--- src/rtl/cus19_store_buffer_if.sv ---
// Store-unit, data-memory and load-forwarding signals of the store buffer.
// The slave modport is the buffer; the master modport is the surrounding pipeline and memory.
interface cus19_store_buffer_if #(
  parameter int unsigned DEPTH  = 4,
  parameter int unsigned ADDR_W = 11,
  parameter int unsigned DATA_W = 8
);
  localparam int unsigned CNT_W = $clog2(DEPTH) + 1;

  logic              st_req;
  logic [ADDR_W-1:0] st_addr;
  logic [DATA_W-1:0] st_data;
  logic              st_stall;
  logic              mem_req;
  logic [ADDR_W-1:0] mem_addr;
  logic [DATA_W-1:0] mem_data;
  logic              mem_ack;
  logic [ADDR_W-1:0] ld_addr;
  logic              ld_hit;
  logic [DATA_W-1:0] ld_data;
  logic              sb_empty;
  logic [CNT_W-1:0]  sb_count;

  modport slave (
    input  st_req, st_addr, st_data, mem_ack, ld_addr,
    output st_stall, mem_req, mem_addr, mem_data, ld_hit, ld_data, sb_empty, sb_count
  );

  modport master (
    output st_req, st_addr, st_data, mem_ack, ld_addr,
    input  st_stall, mem_req, mem_addr, mem_data, ld_hit, ld_data, sb_empty, sb_count
  );
endinterface

--- src/rtl/cus19_store_buffer.sv ---
// Write-posting store buffer: circular FIFO of pending stores drained to data memory
// through req/ack, with youngest-match load forwarding.
module cus19_store_buffer #(
  parameter int unsigned DEPTH  = 4,
  parameter int unsigned ADDR_W = 11,
  parameter int unsigned DATA_W = 8
) (
  input  logic                  clk,
  input  logic                  rst,
  cus19_store_buffer_if.slave   sb
);
  localparam int unsigned PTR_W = $clog2(DEPTH);
  localparam int unsigned CNT_W = PTR_W + 1;

  typedef struct packed {
    logic [ADDR_W-1:0] addr;
    logic [DATA_W-1:0] data;
  } entry_t;

  entry_t            entries [DEPTH];
  logic [PTR_W-1:0]  rd_ptr;
  logic [PTR_W-1:0]  wr_ptr;
  logic [CNT_W-1:0]  count;
  logic              full;
  logic              empty;
  logic              push;
  logic              pop;
  entry_t            head;
  logic [PTR_W-1:0]  fwd_idx;
  logic              fwd_hit;
  logic [DATA_W-1:0] fwd_data;

  // A full buffer refuses the push even when the head pops in the same cycle.
  assign full  = (count == CNT_W'(DEPTH));
  assign empty = (count == '0);
  assign push  = sb.st_req & ~full;
  assign pop   = ~empty & sb.mem_ack;
  assign head  = entries[rd_ptr];

  // Pointer and occupancy state.
  always_ff @(posedge clk) begin
    if (rst) begin
      rd_ptr <= '0;
      wr_ptr <= '0;
      count  <= '0;
    end else begin
      if (push) wr_ptr <= wr_ptr + PTR_W'(1);
      if (pop)  rd_ptr <= rd_ptr + PTR_W'(1);
      case ({push, pop})
        2'b10:   count <= count + CNT_W'(1);
        2'b01:   count <= count - CNT_W'(1);
        default: count <= count;
      endcase
    end
  end

  // Entry storage needs no reset: only entries inside the valid window are ever read out.
  always_ff @(posedge clk) begin
    if (push) begin
      entries[wr_ptr] <= '{addr: sb.st_addr, data: sb.st_data};
    end
  end

  // Walk oldest to youngest so the last valid match wins.
  always_comb begin
    fwd_hit  = 1'b0;
    fwd_data = '0;
    fwd_idx  = '0;
    for (int unsigned k = 0; k < DEPTH; k++) begin
      fwd_idx = rd_ptr + PTR_W'(k);
      if ((CNT_W'(k) < count) && (entries[fwd_idx].addr == sb.ld_addr)) begin
        fwd_hit  = 1'b1;
        fwd_data = entries[fwd_idx].data;
      end
    end
  end

  assign sb.st_stall = sb.st_req & full;
  assign sb.mem_req  = ~empty;
  assign sb.mem_addr = empty ? '0 : head.addr;
  assign sb.mem_data = empty ? '0 : head.data;
  assign sb.ld_hit   = fwd_hit;
  assign sb.ld_data  = fwd_data;
  assign sb.sb_empty = empty;
  assign sb.sb_count = count;
endmodule

--- src/flat_wrapper.sv ---
// flat-port wrapper written by rule: the top's interface ports become plain ports
module cus19_store_buffer_flat 
#(
  parameter int unsigned DEPTH  = 4,
  parameter int unsigned ADDR_W = 11,
  parameter int unsigned DATA_W = 8
)
  (clk, rst, sb_st_req, sb_st_addr, sb_st_data, sb_mem_ack, sb_ld_addr, sb_st_stall, sb_mem_req, sb_mem_addr, sb_mem_data, sb_ld_hit, sb_ld_data, sb_sb_empty, sb_sb_count);
  cus19_store_buffer_if #(.DEPTH(DEPTH), .ADDR_W(ADDR_W), .DATA_W(DATA_W)) sb_i ();
  input  logic clk;
  input  logic rst;
  input wire logic [$bits(sb_i.st_req)-1:0] sb_st_req;
  input wire logic [$bits(sb_i.st_addr)-1:0] sb_st_addr;
  input wire logic [$bits(sb_i.st_data)-1:0] sb_st_data;
  input wire logic [$bits(sb_i.mem_ack)-1:0] sb_mem_ack;
  input wire logic [$bits(sb_i.ld_addr)-1:0] sb_ld_addr;
  output wire logic [$bits(sb_i.st_stall)-1:0] sb_st_stall;
  output wire logic [$bits(sb_i.mem_req)-1:0] sb_mem_req;
  output wire logic [$bits(sb_i.mem_addr)-1:0] sb_mem_addr;
  output wire logic [$bits(sb_i.mem_data)-1:0] sb_mem_data;
  output wire logic [$bits(sb_i.ld_hit)-1:0] sb_ld_hit;
  output wire logic [$bits(sb_i.ld_data)-1:0] sb_ld_data;
  output wire logic [$bits(sb_i.sb_empty)-1:0] sb_sb_empty;
  output wire logic [$bits(sb_i.sb_count)-1:0] sb_sb_count;
  assign sb_i.st_req = sb_st_req;
  assign sb_i.st_addr = sb_st_addr;
  assign sb_i.st_data = sb_st_data;
  assign sb_i.mem_ack = sb_mem_ack;
  assign sb_i.ld_addr = sb_ld_addr;
  assign sb_st_stall = sb_i.st_stall;
  assign sb_mem_req = sb_i.mem_req;
  assign sb_mem_addr = sb_i.mem_addr;
  assign sb_mem_data = sb_i.mem_data;
  assign sb_ld_hit = sb_i.ld_hit;
  assign sb_ld_data = sb_i.ld_data;
  assign sb_sb_empty = sb_i.sb_empty;
  assign sb_sb_count = sb_i.sb_count;
  cus19_store_buffer #(.DEPTH(DEPTH), .ADDR_W(ADDR_W), .DATA_W(DATA_W)) u_core (.clk(clk), .rst(rst), .sb(sb_i));
endmodule
--- config.mk ---
export PLATFORM = sky130hd
export DESIGN_NAME = cus19_store_buffer_flat
export DESIGN_NICKNAME = d
export VERILOG_FILES = /design/src/rtl/cus19_store_buffer_if.sv /design/src/rtl/cus19_store_buffer.sv /design/src/flat_wrapper.sv
export SDC_FILE = /design/constraint.sdc
export NUM_CORES = 1
export LEC_CHECK = 0
export BUFFER_PORTS_ARGS = -buffer_cell sky130_fd_sc_hd__buf_4
export CORE_ASPECT_RATIO = 0.7
export CORE_MARGIN = 3
export CORE_UTILIZATION = 25
export DETAILED_ROUTE_END_ITERATION = 6
export HOLD_SLACK_MARGIN = 0.1
export PLACE_DENSITY_LB_ADDON = 0.3
export SLEW_MARGIN = 20
export SYNTH_ARGS = -nofsm -noshare
export SYNTH_HDL_FRONTEND = slang
export SYNTH_SLANG_ARGS = --single-unit
--- constraint.sdc ---
create_clock -name clk -period 12.29 [get_ports clk]
set_input_delay 3.687 -clock clk [delete_from_list [all_inputs] [get_ports clk]]
set_output_delay 3.687 -clock clk [all_outputs]
set_load 0.02 [all_outputs]
==> results.cfg, run 1 <==
[synth]
syn_avg_cell_area_um2 = 11.49
yosys.area_share.simple = 0.1072
yosysWarnings = 0
synth_adder_area_share = 0.01856
synth_top_family_by_area = multiplexers
synthesis.area_um2 = 6068
synth_mux_area_frac = 0.2204
synth_xor_area_frac = 0.07608
ys.flop_type = edfxtp_1
synth_compound_gate_area_share = 0.1262
synth_fp_nets = 571
synth_cell_types = 60
synth_enable_flop_cells = 76
ys_seq_elements = 85
ys_seq_area_frac = 0.4058
ys_async_sr_fraction = 0
syn_inst = 528

[global_routing]
use_met2 = 0.2060
grt_max_degree = 74
overflow = 0
grt_pass1_wl_um = 26890
grt_use_met3 = 0.02552
grtUsageMet1 = 0.1971
grt_antenna_before_repair = 0
grt_pass1_vias = 4434
grtUsageTotal = 0.1364
grt-busiest-layer = met2

[clock_network]
cts_buffers = 9
clockBufferDepth = 2
h-tree-depth = 3
cts_resized = 0
root_buffer = clkbuf_16
post_cts_buffers = 0
cts.sinks = 85
insertion_delay_ns = 0.34
cts_hold_buf = 0
cts_tree = yes
clk_pin_slew_ns = 0.06

[drt]
drc = 0
route.vias.total = 4426
drt_pre_antenna_iters = 7
antenna_left = 0
wire_per_inst_um = 19.47
routed_via_density = 4.956
totalWireLength_um = 17390
drt_iter0_markers = 301

[worst_hold_path]
hold_path_class = reg -> reg
hold_start = u_core.rd_ptr[0]

[cells_and_area]
nets = 614
drive_gt1_frac = 0.2557
final_cell_mix = edfxtp_1, buf_4, mux2i_1
fillers = 2469
layout.cells.non_filler = 893
design_area_um2 = 7059
area_growth_pct = 16.33
final_common_cell = edfxtp_1
diodes = 0

[die]
pin_count = 68
core-area_um2 = 23760
die_h_um = 136.4
initial_utilization = 0.2554
rows = 47
die_area_um2 = 26210
die-width_um = 192.2

[critical_path]
critPathMaxFanout = 11
crit_path_start_kind = primary input
required_ns = 8.60
crit_start = sb_ld_addr[7]
r2r_start = u_core.sb.sb_count[0]
arrival_ns = 6.13
setup.worst_path.class = in -> out
endpoint_kind = output port

[run]
cap_violations = 0

[power_and_ir_drop]
switching_share = 0.4051
cellLeakagePower_nw = 2.282
power.switching_mw = 0.4988
pwr-share-clk = 0.197
p_int_mw = 0.7325
power_per_cell_area_nw_per_um2 = 174.4
vdd_drop_max_mv = 0.06353
combPwrFrac = 0.499
finalPower_mw = 1.231
seqPwrFrac = 0.304

[timing]
finalSetupTns_ns = 0
worst_slew_pin_slew_ns = 1.020
hold_viol_final = 0
fin_crit_ns = 9.819
finalMaxSlewViolations = 0
finalWorstSetupSlack_ns = 2.471
fin_crit_sh = 0.7990
timing.fmax_mhz = 101.8
setup_viol = 0
clock_skew_ns = 0.005168
rsz0062_at_grt = no
slew_headroom = 0.3199

[status]
status = finished clean

[place]
portBuffers = 67
place_congestion = 0.8417
placed_cell_area_um2 = 6802
dp_cells = 878
hpwl_um = 12380
pre_cts_ws_ns = 2.486
[cell families after synthesis]
kind of cell               after synthesis
DFF                                     85
buffers and inverters                   55
and+or+nand+nor                        121
adders and majority gates                9
AOI/OAI and AO/OA                      104
xor gates and xnor gates                51
muxes                                  103
[path summary, 6_finish.rpt]
path	end	slack [ns]	cells past startpoint
max	sb_ld_data[7]	2.47	9
max reg2reg	u_core.sb.sb_count[2]	9.51	7
min	u_core.rd_ptr[0]	0.54	2
min reg2reg	u_core.rd_ptr[0]	0.54	2
[power by group through the flow]
stage               sequential (mW)  combinational [mW]  clock [mW]
floorplan                     0.373               0.429           0
global placement              0.378               0.615           0
detailed placement            0.380               0.618           0
CTS                           0.374               0.620       0.251
global route                  0.379               0.669       0.262
finish                        0.374               0.615       0.243
[Yosys cell counts (all sizes together) (2+ instances only)]
cell type  number  area, µm²
or2             2      12.52
clkbuf         13      48.80
o41ai           3      41.29
ha              9      112.6
xnor2          26      242.7
a32o            2      20.02
dfxtp           9      180.2
nand3           5      25.02
nand2b          4      25.02
nor2           16      60.06
nor2b          17      106.4
or3             3      18.77
o211ai          2      20.02
a2111oi         3      51.30
and3            5      31.28
xor2           25      219.0
nand4           3      25.02
and2           19      118.9
o221ai          2      17.52
buf            30      183.9
mux4           22      499.2
nor4            8      56.30
a21oi          32      160.2
nor3           14      70.07
a211oi         20      167.7
nand2          23      86.33
mux2           22      247.7
mux2i          59      590.6
edfxtp         76       2282
a221oi          8      70.07
o22ai           2      12.51
o21ai          15      75.07
a31oi           6      37.54
inv            12      45.04
o2111ai         3      38.79
[sequential cells by signal, summed over array words and instances (netlist names), named ones only]
register and flops:
u_core.rd_ptr 2, u_core.sb.sb_count 3, u_core.entries 76, u_core.wr_ptr 2
[worst max-delay path, cell delays in order]
cell and delay, ns:
buf_4 0.13, inv_1 0.14, xnor2_1 0.14, nand4_1 0.55, mux2_2 0.52, o2111ai_2 0.37, a221oi_1 0.15, a21oi_1 0.24
buf_4 0.19
[routing by layer]
metal	routed length (µm)	share of wire	vias to the layer above
li1	-	-	2101
met1	8598	0.49	2180
met2	7702	0.44	128
met3	823	0.047	17
met4	267	0.015	0
met5	0	0	-
[stage by stage]
step	hold WS, ns	util
after floorplan	0.5382	-
after global placement	0.5128	0.2863
after detailed placement	0.5254	0.2863
after CTS	0.5390	0.2971
after global routing	0.5823	0.2971
final	0.5392	0.2971
[layout make-up]
class	count	area (µm²)	area share
Multi-Input combinational cell	388	3328	0.4715
Sequential cell	85	2467	0.3495
Timing Repair Buffer	75	563.0	0.07976
Tap cell	318	397.9	0.05636
Clock buffer	10	229.0	0.03244
Inverter	12	45.04	0.006381
Clock inverter	5	28.78	0.004077
Power figures use the tool's default switching activity.
==> inputs of run 2 (changes only) <==
- clock period: 12.29 -> 8.52 ns (I/O delays scaled with it)
==> results.cfg, run 2 (synthesized netlist as in run 1, its figures left out) <==
[clock_network]
cts.sinks = 85
cts_hold_buf = 0
cts_resized = 0
insertion_delay_ns = 0.34
post_cts_buffers = 0
clockBufferDepth = 2
h-tree-depth = 3
root_buffer = clkbuf_16
clk_pin_slew_ns = 0.06
cts_buffers = 9
cts_tree = yes

[global_routing]
grtUsageTotal = 0.1377
grt_pass1_wl_um = 27200
grt_pass1_vias = 4515
grt_antenna_before_repair = 0
grt_max_degree = 47
overflow = 0

[cells_and_area]
fillers = 2444
nets = 615
final_cell_mix = buf_4, edfxtp_1, mux2i_1
top_register = u_core.entries
layout.cells.non_filler = 895
diodes = 0
design_area_um2 = 7128
area_growth_pct = 17.46
largest_reg_flops = 76
drive_gt1_frac = 0.2548

[drt]
wire_per_inst_um = 19.60
antenna_left = 0
drt_pre_antenna_iters = 5
drt_iter0_markers = 372
routed_via_density = 4.898
totalWireLength_um = 17540
route.vias.total = 4384
drc = 0

[timing]
worst_slew_pin_slew_ns = 0.9702
fin_crit_ns = 7.587
finalWorstSetupSlack_ns = 0.9334
timing.fmax_mhz = 131.8
hold_viol_final = 0
rsz0062_at_grt = no
finalSetupTns_ns = 0
finalMaxSlewViolations = 0
setup_viol = 0
fin_crit_sh = 0.8904
clock_skew_ns = 0.004435
slew_headroom = 0.3532

[die]
core-area_um2 = 23760
initial_utilization = 0.2554
pin_count = 68
die_area_um2 = 26210
rows = 47
die-width_um = 192.2
die_h_um = 136.4

[critical_path]
path_common_cell = buf_4
cp_top_family = compound AO/OA/AOI/OAI gates
arrival_ns = 5.03
crit_start = sb_ld_addr[9]
critPathMaxFanout = 13
setup.worst_path.class = in -> out
r2r_start = u_core.sb.sb_count[0]
slowest_delay_ns = 0.60
path_buf_inv = 2
worst_path_max_delay_cell = o2111ai_2
crit_path_cell_trace = buf_4 > nor2b_1 > mux2_2 > o2111ai_2 > nor2_1 > a32o_1 > or3_1 > buf_4
endpoint_kind = output port
required_ns = 5.96
crit_path_start_kind = primary input

[power_and_ir_drop]
vdd_drop_max_mv = 0.1163
combPwrFrac = 0.456
power_per_cell_area_nw_per_um2 = 258.9
p_int_mw = 1.127
finalPower_mw = 1.846
cellLeakagePower_nw = 2.309
pwr-share-clk = 0.227
seqPwrFrac = 0.316
power.switching_mw = 0.7190
switching_share = 0.3896

[worst_hold_path]
hold_start = u_core.wr_ptr[0]
hold_path_class = reg -> reg

[place]
place_congestion = 0.8609
dp_cells = 879
placed_cell_area_um2 = 6809
pre_cts_ws_ns = 0.9742
hpwl_um = 12840
portBuffers = 67

[status]
status = finished clean

[run]
cap_violations = 0
[run 2: cell types whose count changed in the layout (fill, tap and decap cells not counted), sizes merged]
cell and change:
bufinv +2, clkbuf +2, buf +1, clkinv -3
[run 2: path summary, 6_finish.rpt]
check	depth (start not counted)	slack [ns]	to
worst min-delay path	2	0.60	u_core.wr_ptr[0]
worst min register to register	2	0.60	u_core.wr_ptr[0]
worst max-delay path	8	0.93	sb_ld_hit
worst max register to register	7	5.78	u_core.sb.sb_count[2]
[run 2: final cells by class]
| type | count | area, µm² | area share |
|---|---|---|---|
| Sequential cell | 85 | 2467 | 0.3461 |
| Multi-Input combinational cell | 388 | 3328 | 0.4669 |
| Inverter | 12 | 45.04 | 0.006319 |
| Timing Repair Buffer | 76 | 570.5 | 0.08004 |
| Clock inverter | 4 | 72.57 | 0.01018 |
| Clock buffer | 12 | 246.5 | 0.03458 |
| Tap cell | 318 | 397.9 | 0.05582 |
[run 2: routing by layer]
metal  global-route usage  vias up  wire length, µm
met5                    0        -                0
li1                     -     2093                -
met4              0.03558        0              211
met3              0.02964       13              750
met2               0.2119       92             7867
met1               0.1962     2186             8714
[run 2: power by group through the flow]
| stage | Clock, mW | Sequential [mW] | Combinational (mW) |
|---|---|---|---|
| 4_1_cts | 0.433 | 0.586 | 0.853 |
| 5_1_grt | 0.447 | 0.598 | 0.916 |
| 3_5_place_dp | 0 | 0.595 | 0.848 |
| 3_3_place_gp | 0 | 0.591 | 0.848 |
| 6_report | 0.420 | 0.584 | 0.842 |
| 2_1_floorplan | 0 | 0.537 | 0.619 |
[run 2: metrics by stage]
step / utilization / hold WS, ns
6_report: 0.3000 / 0.5956
5_1_grt: 0.3000 / 0.6459
4_1_cts: 0.3000 / 0.6054
3_5_place_dp: 0.2866 / 0.5913
3_3_place_gp: 0.2866 / 0.5536
2_1_floorplan: - / 0.5382
[run 2: worst reg2reg max path: cells and delay by family (launching register included)]
family / cells / cell delay [ns]
buffers and inverters: 1 / 0.13
DFF: 1 / 0.47
AOI/OAI and AO/OA: 1 / 0.14
and+or+nand+nor: 3 / 1.38
adders and majority gates: 2 / 0.56
